**config.mk**
```make
export PLATFORM = sky130hd
export DESIGN_NAME = p405s_itlb_reload_ctl_flat
export DESIGN_NICKNAME = d
export VERILOG_FILES = /design/src/rtl/p405s_mmu_pkg.sv /design/src/rtl/p405s_itlb_reload_ctl_if.sv /design/src/rtl/p405s_itlb_victim_ptr.sv /design/src/rtl/p405s_itlb_reload_ctl.sv /design/src/flat_wrapper.sv
export SDC_FILE = /design/constraint.sdc
export NUM_CORES = 1
export LEC_CHECK = 0
export CAP_MARGIN = 20
export CORE_AREA = 8 8 71 73
export CTS_BUF_LIST = sky130_fd_sc_hd__clkbuf_4
export CTS_CLUSTER_SIZE = 20
export DETAILED_ROUTE_END_ITERATION = 7
export DIE_AREA = 0 0 79 81
export DONT_BUFFER_PORTS = 1
export PLACE_DENSITY_LB_ADDON = 0.25
export SLEW_MARGIN = 20
export SYNTH_ARGS = -nofsm -noshare
export SYNTH_HDL_FRONTEND = slang
export SYNTH_SLANG_ARGS = --single-unit
```
**constraint.sdc**
```tcl
create_clock -name CB -period 4.1 [get_ports CB]
set_input_delay 0.82 -clock CB [delete_from_list [all_inputs] [get_ports CB]]
set_output_delay 0.82 -clock CB [all_outputs]
set_load 0.05 [all_outputs]
```
**src/rtl/p405s_mmu_pkg.sv**
```systemverilog
// rtl/p405s_mmu_pkg.sv - shared MMU constants, reload FSM encoding and attribute bundle
package p405s_mmu_pkg;

    localparam int EPN_W   = 22;
    localparam int DSIZE_W = 7;
    localparam int NUM_ENT = 4;
    localparam int PTR_W   = $clog2(NUM_ENT);

    typedef enum logic [2:0] {
        S_IDLE,
        S_REQ,
        S_WAIT,
        S_WRITE,
        S_EXC,
        S_DRAIN
    } reload_state_t;

    typedef struct packed {
        logic e;
        logic i;
        logic u0;
    } tlb_attr_t;

endpackage

```
**src/rtl/p405s_itlb_reload_ctl_if.sv**
```systemverilog
// rtl/p405s_itlb_reload_ctl_if.sv - UTLB lookup request/response port of the ITLB reload sequencer
interface p405s_itlb_reload_ctl_if;
    import p405s_mmu_pkg::*;

    logic               utlbReq;
    logic [EPN_W-1:0]   utlbEA;
    logic               utlbGnt;
    logic               utlbRspVld;
    logic               utlbHit;
    logic [EPN_W-1:0]   utlbRPN;
    logic [DSIZE_W-1:0] utlbDSize;
    logic               utlbE;
    logic               utlbI;
    logic               utlbU0;

    modport master (
        output utlbReq, utlbEA,
        input  utlbGnt, utlbRspVld, utlbHit, utlbRPN, utlbDSize, utlbE, utlbI, utlbU0
    );

    modport slave (
        input  utlbReq, utlbEA,
        output utlbGnt, utlbRspVld, utlbHit, utlbRPN, utlbDSize, utlbE, utlbI, utlbU0
    );

endinterface

```
**src/rtl/p405s_itlb_victim_ptr.sv**
```systemverilog
// rtl/p405s_itlb_victim_ptr.sv - round-robin shadow TLB victim pointer with sync clear
module p405s_itlb_victim_ptr
    import p405s_mmu_pkg::*;
(
    input  logic             clk,
    input  logic             rst,
    input  logic             clr,
    input  logic             inc,
    output logic [PTR_W-1:0] ptr
);

    always_ff @(posedge clk or posedge rst) begin
        if (rst) begin
            ptr <= '0;
        end else if (clr) begin
            ptr <= '0;
        end else if (inc) begin
            ptr <= (ptr == PTR_W'(NUM_ENT - 1)) ? '0 : ptr + 1'b1;
        end
    end

endmodule

```
**src/rtl/p405s_itlb_reload_ctl.sv**
```systemverilog
// rtl/p405s_itlb_reload_ctl.sv - ITLB miss reload / shadow invalidate sequencer
module p405s_itlb_reload_ctl
    import p405s_mmu_pkg::*;
(
    input  logic                 CB,
    input  logic                 resetCore,
    input  logic                 fetchValid,
    input  logic                 msrIR,
    input  logic                 itlbMiss,
    input  logic [EPN_W-1:0]     fetchEPN,
    input  logic                 fetchAbort,
    input  logic                 invReq,
    p405s_itlb_reload_ctl_if.master utlb,
    output logic [PTR_W-1:0]     isAddr,
    output logic                 isrdNotWrt,
    output logic                 isAbort,
    output logic                 isInvalidate,
    output logic [EPN_W-1:0]     RPN,
    output logic [DSIZE_W-1:0]   DSize,
    output logic                 E,
    output logic                 I,
    output logic                 U0,
    output logic                 invAck,
    output logic                 fetchStall,
    output logic                 itlbMissExc
);

    reload_state_t      state, state_nxt;
    logic [EPN_W-1:0]   ea_q;
    logic [EPN_W-1:0]   rpn_q;
    logic [DSIZE_W-1:0] dsize_q;
    tlb_attr_t          attr_q;
    logic               inv_pend_q;
    logic [PTR_W-1:0]   victim;

    logic miss_start, inv_go;
    logic req, stall, wr, exc, inval, ea_ld, cap;

    assign miss_start = fetchValid & msrIR & itlbMiss & ~fetchAbort;
    assign inv_go     = (state == S_IDLE) & (invReq | inv_pend_q);

    always_comb begin
        state_nxt = state;
        req       = 1'b0;
        stall     = 1'b0;
        wr        = 1'b0;
        exc       = 1'b0;
        inval     = 1'b0;
        ea_ld     = 1'b0;
        cap       = 1'b0;
        case (state)
            S_IDLE: begin
                if (inv_go) begin
                    inval = 1'b1;
                end else if (miss_start) begin
                    ea_ld     = 1'b1;
                    stall     = 1'b1;
                    state_nxt = S_REQ;
                end
            end
            S_REQ: begin
                req   = 1'b1;
                stall = 1'b1;
                // A grant coincident with the abort still owes us a response, so drain it
                if (fetchAbort)   state_nxt = utlb.utlbGnt ? S_DRAIN : S_IDLE;
                else if (utlb.utlbGnt) state_nxt = S_WAIT;
            end
            S_WAIT: begin
                stall = 1'b1;
                if (fetchAbort) begin
                    state_nxt = utlb.utlbRspVld ? S_IDLE : S_DRAIN;
                end else if (utlb.utlbRspVld) begin
                    cap       = utlb.utlbHit;
                    state_nxt = utlb.utlbHit ? S_WRITE : S_EXC;
                end
            end
            S_WRITE: begin
                wr        = 1'b1;
                stall     = 1'b1;
                state_nxt = S_IDLE;
            end
            S_EXC: begin
                exc       = 1'b1;
                state_nxt = S_IDLE;
            end
            S_DRAIN: begin
                if (utlb.utlbRspVld) state_nxt = S_IDLE;
            end
            default: state_nxt = S_IDLE;
        endcase
    end

    always_ff @(posedge CB or posedge resetCore) begin
        if (resetCore) begin
            state      <= S_IDLE;
            ea_q       <= '0;
            rpn_q      <= '0;
            dsize_q    <= '0;
            attr_q     <= '0;
            inv_pend_q <= 1'b0;
        end else begin
            state <= state_nxt;
            if (ea_ld) ea_q <= fetchEPN;
            if (cap) begin
                rpn_q   <= utlb.utlbRPN;
                dsize_q <= utlb.utlbDSize;
                attr_q  <= '{e: utlb.utlbE, i: utlb.utlbI, u0: utlb.utlbU0};
            end
            if (inv_go)                           inv_pend_q <= 1'b0;
            else if (state != S_IDLE && invReq)   inv_pend_q <= 1'b1;
        end
    end

    p405s_itlb_victim_ptr u_victim (
        .clk (CB),
        .rst (resetCore),
        .clr (inval),
        .inc (wr),
        .ptr (victim)
    );

    // Combinational outputs are forced to their reset values while reset is held
    assign utlb.utlbReq = req & ~resetCore;
    assign utlb.utlbEA  = ea_q;
    assign fetchStall   = stall & ~resetCore;
    assign isrdNotWrt   = ~wr | resetCore;
    assign isAbort      = ~wr & ~resetCore;
    assign isAddr       = wr ? victim : '0;
    assign isInvalidate = inval & ~resetCore;
    assign invAck       = inval & ~resetCore;
    assign itlbMissExc  = exc & ~resetCore;
    assign RPN          = rpn_q;
    assign DSize        = dsize_q;
    assign E            = attr_q.e;
    assign I            = attr_q.i;
    assign U0           = attr_q.u0;

endmodule

```
**src/flat_wrapper.sv**
```systemverilog
// flat-port wrapper written by rule: the top's interface ports become plain ports
module p405s_itlb_reload_ctl_flat import p405s_mmu_pkg::*;
  (CB, resetCore, fetchValid, msrIR, itlbMiss, fetchEPN, fetchAbort, invReq, isAddr, isrdNotWrt, isAbort, isInvalidate, RPN, DSize, E, I, U0, invAck, fetchStall, itlbMissExc, utlb_utlbReq, utlb_utlbEA, utlb_utlbGnt, utlb_utlbRspVld, utlb_utlbHit, utlb_utlbRPN, utlb_utlbDSize, utlb_utlbE, utlb_utlbI, utlb_utlbU0);
  p405s_itlb_reload_ctl_if utlb_i ();
  input  logic CB;
  input  logic resetCore;
  input  logic fetchValid;
  input  logic msrIR;
  input  logic itlbMiss;
  input  logic [EPN_W-1:0] fetchEPN;
  input  logic fetchAbort;
  input  logic invReq;
  output logic [PTR_W-1:0] isAddr;
  output logic isrdNotWrt;
  output logic isAbort;
  output logic isInvalidate;
  output logic [EPN_W-1:0] RPN;
  output logic [DSIZE_W-1:0] DSize;
  output logic E;
  output logic I;
  output logic U0;
  output logic invAck;
  output logic fetchStall;
  output logic itlbMissExc;
  output wire logic [$bits(utlb_i.utlbReq)-1:0] utlb_utlbReq;
  output wire logic [$bits(utlb_i.utlbEA)-1:0] utlb_utlbEA;
  input wire logic [$bits(utlb_i.utlbGnt)-1:0] utlb_utlbGnt;
  input wire logic [$bits(utlb_i.utlbRspVld)-1:0] utlb_utlbRspVld;
  input wire logic [$bits(utlb_i.utlbHit)-1:0] utlb_utlbHit;
  input wire logic [$bits(utlb_i.utlbRPN)-1:0] utlb_utlbRPN;
  input wire logic [$bits(utlb_i.utlbDSize)-1:0] utlb_utlbDSize;
  input wire logic [$bits(utlb_i.utlbE)-1:0] utlb_utlbE;
  input wire logic [$bits(utlb_i.utlbI)-1:0] utlb_utlbI;
  input wire logic [$bits(utlb_i.utlbU0)-1:0] utlb_utlbU0;
  assign utlb_utlbReq = utlb_i.utlbReq;
  assign utlb_utlbEA = utlb_i.utlbEA;
  assign utlb_i.utlbGnt = utlb_utlbGnt;
  assign utlb_i.utlbRspVld = utlb_utlbRspVld;
  assign utlb_i.utlbHit = utlb_utlbHit;
  assign utlb_i.utlbRPN = utlb_utlbRPN;
  assign utlb_i.utlbDSize = utlb_utlbDSize;
  assign utlb_i.utlbE = utlb_utlbE;
  assign utlb_i.utlbI = utlb_utlbI;
  assign utlb_i.utlbU0 = utlb_utlbU0;
  p405s_itlb_reload_ctl u_core (.CB(CB), .resetCore(resetCore), .fetchValid(fetchValid), .msrIR(msrIR), .itlbMiss(itlbMiss), .fetchEPN(fetchEPN), .fetchAbort(fetchAbort), .invReq(invReq), .utlb(utlb_i), .isAddr(isAddr), .isrdNotWrt(isrdNotWrt), .isAbort(isAbort), .isInvalidate(isInvalidate), .RPN(RPN), .DSize(DSize), .E(E), .I(I), .U0(U0), .invAck(invAck), .fetchStall(fetchStall), .itlbMissExc(itlbMissExc));
endmodule
```
==> results.md, run 1 <==
- Horiz. Die Dim: slightly below 80 um
- Asr flop ratio synth: 1.00
- Clock Pin Slew Worst Setup and Hold Paths: 0.08 ns
- CTS sink count: 60
- FMAX: 0.354 GHz
- CP max FO: 17
- Worst-Skew Late Latency: between 0.3 and 0.4 ns
- Top cells by area, synth: dfrtp_1, mux2_4, mux2_2
- Critical path data arrival time: 2.00 ns
- LEAKAGE: 1.33 nW
- Largest family of logic cells by synthesized area: multiplexers
- Num CTS Buffers: 9
- Main synth FF type: dfrtp_1
- Dpl hpwl: approximately 4500 um
- Syn Inst Count: between 150 and 200
- Area share of and/or/nand/nor cells after synthesis: 0.0791
- Crit path kind: reg2out
- CP peak stage delay: 0.83 ns
- Worst path cell trace: nor2_1 > and3b_1
- Post-synth top area share: 0.562
- Fin nets: around 250
- Final Max Slew Viols: 0
- # port buffers: 0
- Power per cell area: ~960 nW/um^2
- Number of synthesized flops with an enable pin: 0
- Clk buf depth: 2
- Synth cell types: 40
- Initial Util: 0.683
- Gr ovfl total: 0
- Mux cell area share after synthesis: 0.270
- Die area: ~6400 um^2
- Core Util, Final: 0.710
- Via Count: around 1500
- Status: finished clean
- Vias in the first global route: approximately 1500
- Required time of the critical path: 3.28 ns
- Complex-gate fraction of the synthesized area: 0.0454
- IO Pins: ~130
- Net Count, Synth: about 250
- Final setup vio count: 0
- Fin. Hold Viols: 0
- Ant. Diodes: 0
- Worst Hold Class: in2reg
- Worst Tran Pin Value: between 0.9 and 1 ns
- Vias per inst: just over 6
- Startpoint type of the worst setup path: register
- Layout area overhead: 3.88%
- Largest net degree at the start of global routing: 61
- Final Critical Period: 2.82 ns
- RSZ-0062 raised after global routing: false
- Initial antenna violation count: 0
- Sequential cell area fraction in the yosys report: 0.562
- Row cnt: 23
- Filler Cells Inserted: 289
- Number of synthesized register bits: 60
- Synth Area in Adders: 0.00468
- DRT Pass-1 Iters: 4
- DRC Markers: 0
- Synth Area in XOR/XNOR: 0.00328
- Synth area leader: dfrtp_1
- CTS tree: built
- CTS-repair resized insts: 0
- Final ANT Viol Nets: 0
- Core ar.: slightly below 4000 um^2
- First-pass GRT wire length: slightly below 9000 um
- Chip height: about 80 um
- Drt total wl: about 6000 um
- Fraction of layout cells with a size suffix above 1: 0.402
- Drt wl/cell: ~25 um
- Root buffer cell: clkbuf_4
- RePlAce Congestion: 0.784
- Number of H-tree levels: 3
- Drt initial violations: 83
- Worst path slowest cell: and3b_1
- Critical Path Sink Type: primary output
- Setup bufs post-CTS: 0
- Skew final: 0.0107 ns
- Worst slew margin: 0.357
- Hold_buf cts: 0
- Max cap viols: 0
- Yosys warnings: 0
- VDD IR max: 435 uV
- Period utilization: 0.689
- Avg Cell Area, Syn: ~15 um^2
- All-layer global routing usage: 0.182
- Setup TNS Final: 0 ns
- Mapped Area: 2670 um^2
[kinds of logic after synthesis]
family                     Yosys count
AOI/OAI and AO/OA                   17
xor gates and xnor gates             1
DFF                                 60
muxes                               54
and+or+nand+nor                     34
adders and majority gates            1
buffers and inverters               14
[flip-flops by register name (all words and copies together), names as in the netlist]
signal               count
u_core.DSize             7
u_core.E                 1
u_core.I                 1
u_core.RPN              22
u_core.U0                1
u_core.inv_pend_q        1
u_core.state             3
u_core.u_victim.ptr      2
u_core.utlb.utlbEA      22
[synthesized netlist by cell type (2+ instances only)]
library cell and n:
nand3_1 2, nor2_1 8, mux2_4 30, nor2b_1 2
clkbuf_1 4, nor3_1 6, a21oi_1 4, inv_1 4
buf_8 3, dfrtp_1 60, buf_4 3, nand2b_1 3
nand2_1 2, mux2_2 24
[metrics by stage]
step / cell area (um^2) / std cells / hold WS [ns] / setup WS (ns) / power, mW
floorplan: 2670 / 181 / 0.501 / 0.553 / 2.25
global placement: 2680 / 225 / 0.536 / 1.49 / 2.35
detailed placement: 2680 / 225 / 0.549 / 1.48 / 2.40
CTS: 2780 / 239 / 0.487 / 1.25 / 2.71
global route: 2780 / 239 / 0.500 / 1.17 / 2.79
finish: 2780 / 239 / 0.520 / 1.28 / 2.67
[cell usage in the layout (no fill, tap or decap), drive strengths merged, types with 2 or more instances in the layout]
cell    instances
a21oi           4
buf             4
clkbuf         10
clkinv          4
dfrtp          60
inv             4
mux2           54
nand2           2
nand2b          4
nand3           2
nor2            9
nor2b           2
nor3            6
or3             2
[worst max-delay path, delay by kind of cell, from the launching register on]
kind / cells / cell delay, ns
simple gates: 2 / 1.07
flops: 1 / 0.57
[per-layer routing]
layer	vias up	routed length, um	part of all wire	GRT usage
met5	-	0	0	0
met4	0	61	0.010	0.100
met3	6	641	0.11	0.0762
met2	83	3190	0.54	0.316
met1	725	1970	0.34	0.183
li1	656	-	-	-
[layout make-up]
class | count | area [um^2] | area share
Tap cell | 50 | 62.6 | 0.0225
Inverter | 4 | 15.0 | 0.00541
Clock inverter | 4 | 18.8 | 0.00676
Multi-Input combinational cell | 107 | 1070 | 0.387
Clock buffer | 10 | 75.1 | 0.0270
Timing Repair Buffer | 4 | 30.0 | 0.0108
Sequential cell | 60 | 1500 | 0.541
[worst paths after layout]
check	from	end	slack (ns)	depth (start not counted)
max	u_core.state[0]	isInvalidate	1.28	2
max in group asynchronous	resetCore	u_core.RPN[12]	3.07	2
min in group asynchronous	resetCore	u_core.u_victim.ptr[1]	0.55	2
min	fetchAbort	u_core.state[1]	0.52	1
min reg2reg	u_core.inv_pend_q	u_core.inv_pend_q	0.56	2
max reg2reg	u_core.state[2]	u_core.DSize[4]	1.86	4
[power breakdown]
part	total (mW)	leakage, nW	internal, mW	switching (mW)
registers	1.89	0.785	0.822	1.07
clock network	0.306	0.0593	0.120	0.186
logic	0.476	0.483	0.296	0.180
No activity file was read; power rests on OpenSTA's default activity.
==> run 2, diff against run 1 <==
--- a/config.mk
+++ b/config.mk
@@ -6,11 +6,11 @@
 export NUM_CORES = 1
 export LEC_CHECK = 0
 export CAP_MARGIN = 20
-export CORE_AREA = 8 8 71 73
+export CORE_AREA = 8 8 77 79
 export CTS_BUF_LIST = sky130_fd_sc_hd__clkbuf_4
 export CTS_CLUSTER_SIZE = 20
 export DETAILED_ROUTE_END_ITERATION = 7
-export DIE_AREA = 0 0 79 81
+export DIE_AREA = 0 0 85 87
 export DONT_BUFFER_PORTS = 1
 export PLACE_DENSITY_LB_ADDON = 0.25
 export SLEW_MARGIN = 20
==> constraint.sdc (replaced) <==
create_clock -name CB -period 2.5 [get_ports CB]
set_input_delay 0.5 -clock CB [delete_from_list [all_inputs] [get_ports CB]]
set_output_delay 0.5 -clock CB [all_outputs]
set_load 0.05 [all_outputs]
==> results.md, run 2 (synthesis results as in run 1) <==
- Status: finished clean
- Worst Hold Class: in2reg
- Die area: 7400 um^2 (+16%)
- Post-route insts no fill: 253 (+5.9%)
- Worst-Skew Late Latency: 0.39 ns (+0.02 ns)
- Chip height: 87 um (+7.4%)
- Worst slew margin: 0.513 (+0.156)
- Crit path kind: reg2out
- Clock Pin Slew Worst Setup and Hold Paths: 0.11 ns (+0.03 ns)
- Number of H-tree levels: 3 (unchanged)
- Initial Util: 0.552 (-0.132)
- Fraction of layout cells with a size suffix above 1: 0.431 (+0.0294)
- FMAX: 0.426 GHz
- Via Count: 1499 (+2.0%)
- # port buffers: 0 (unchanged)
- R2R setup slack: 0.54 ns (-1.32 ns)
- Core ar.: 4850 um^2 (+24%)
- Dpl hpwl: 4490 um (-1.2%)
- CP max FO: 17 (unchanged)
- Largest net degree at the start of global routing: 61 (unchanged)
- Gr ovfl total: 0 (unchanged)
- Setup TNS Final: 0 ns (unchanged)
- Initial antenna violation count: 0 (unchanged)
- Tot Pwr: 4.66 mW (+74%)
- FF-to-FF path depth: 5 (+1)
- Skew final: 0.0118 ns (+0.00112 ns)
- Final ANT Viol Nets: 0 (unchanged)
- Ant. Diodes: 0 (unchanged)
- Setup WS post-layout: 0.154 ns (-1.12 ns)
- Row cnt: 26 (+13%)
- Vias per inst: 5.92 (-3.7%)
- Power per cell area: 1600 nW/um^2 (+66%)
- RSZ-0062 raised after global routing: false
- Worst setup path endpoint: isAddr[0]
- Crit path launch: u_core.state[0]
- Critical path data arrival time: 1.85 ns (-0.15 ns)
- CTS-repair resized insts: 0 (unchanged)
- RePlAce Congestion: 0.755 (-3.7%)
- All-layer global routing usage: 0.165 (-0.0166)
- CTS sink count: 60 (unchanged)
- Filler Cells Inserted: 395 (+37%)
- Final Max Slew Viols: 0 (unchanged)
- Final setup vio count: 0 (unchanged)
- Vias in the first global route: 1697 (+10%)
- Fin. Hold Viols: 0 (unchanged)
- Root buffer cell: clkbuf_4
- First-pass GRT wire length: 9370 um (+6.8%)
- CTS tree: built
- Startpoint type of the worst setup path: register
- Drt total wl: 5980 um (+1.9%)
- Worst path cell trace: nand2_1 > nor2_1 > and2_1
- IO Pins: 127 (unchanged)
- Layout area overhead: 9.03%
- Commonest cells after routing, fill and taps aside: dfrtp_1, mux2_4, mux2_2, clkbuf_4, buf_4
- Setup bufs post-CTS: 0 (unchanged)
- Drt initial violations: 55 (-34%)
- Final Critical Period: approximately 2.3 ns
- LEAKAGE: 1.38 nW (+4.1%)
- DRC Markers: 0 (unchanged)
- Worst r2r dst: u_core.DSize[4]
- Worst path slowest cell: dfrtp_1
- R2R Path Start: u_core.state[1]
- Clk buf depth: 2 (unchanged)
- DRT Pass-1 Iters: 4 (unchanged)
- Num CTS Buffers: 9 (unchanged)
- Stages on worst setup path: 3 (+1)
- CP bufs+invs: 0 (unchanged)
- Drt wl/cell: 23.6 um (-3.8%)
- Critical Path Sink Type: primary output
- Core Util, Final: 0.601 (-0.108)
- CP peak stage delay: 0.66 ns (-0.17 ns)
- Max cap viols: 0 (unchanged)
- Horiz. Die Dim: 85 um (+7.6%)
- Most common cell after layout, fill and taps aside: dfrtp_1
- Required time of the critical path: 2.00 ns (-1.28 ns)
- Crit path max-delay family: simple AND/OR/NAND/NOR gates
- Fin nets: 257 (+2.4%)
- Hold_buf cts: 0 (unchanged)
- Worst Tran Pin Value: 0.731 ns (-0.237 ns)
- Pre-CTS setup slack: 0.595 ns (-0.886 ns)
- Period utilization: 0.938
- VDD IR max: 745 uV (+71%)
- Placed cells: 237 (+5.3%)
[run 2: changes by cell type in the layout (fill, tap and decap cells not counted)]
cell	previous run	this run
buf_4	4	9
clkinvlp_4	0	2
bufinv_16	0	2
inv_2	1	0
nor3_1	6	5
inv_6	0	1
clkbuf_4	10	9
buf_12	0	1
clkinv_2	3	2
nor3_2	0	1
[run 2: how the worst min path moves through the flow]
| stage | startpoint | end | slack, ns | cells after the start |
|---|---|---|---|---|
| global route | fetchAbort | u_core.state[1] | 0.16 | 1 |
| detailed placement | fetchAbort | u_core.state[1] | 0.57 | 1 |
| floorplan | u_core.inv_pend_q | u_core.inv_pend_q | 0.50 | 2 |
| CTS | fetchAbort | u_core.state[1] | 0.14 | 1 |
| global placement | u_core.u_victim.ptr[0] | u_core.u_victim.ptr[0] | 0.57 | 1 |
| finish | fetchAbort | u_core.state[1] | 0.17 | 1 |
[run 2: worst register-to-register path, stage by stage, from the launching register on]
cell and delay (ns):
dfrtp_1 0.64, nand2b_4 0.09, or3_4 0.38, nor2_8 0.10, buf_12 0.24, mux2_2 0.40
[run 2: through the flow]
step	instance area, um^2	hold WS (ns)
final	2920	0.168
after global routing	2920	0.158
after CTS	2920	0.143
after detailed placement	2760	0.575
after global placement	2760	0.568
after floorplan	2680	0.501
[run 2: area by class of cell]
type | instances | area, um^2 | share of cell area
clock buffers | 9 | 67.6 | 0.0232
multi-input cells | 107 | 1080 | 0.370
clock inverters | 7 | 90.1 | 0.0309
inverters | 4 | 18.8 | 0.00644
well taps | 56 | 70.1 | 0.0240
flip-flops and latches | 60 | 1500 | 0.515
repair buffers | 10 | 87.6 | 0.0300
[run 2: power breakdown]
group	leakage (nW)	internal (mW)	switching, mW
sequential	0.785	1.35	1.74
clock	0.0837	0.402	0.357
combinational	0.513	0.502	0.305
[run 2: routing by layer]
layer,vias to the layer above,track usage,share of wire
li1,664,-,-
met1,750,0.177,0.38
met2,75,0.281,0.52
met3,10,0.0689,0.093
met4,0,0.0712,0.011
met5,-,0,0
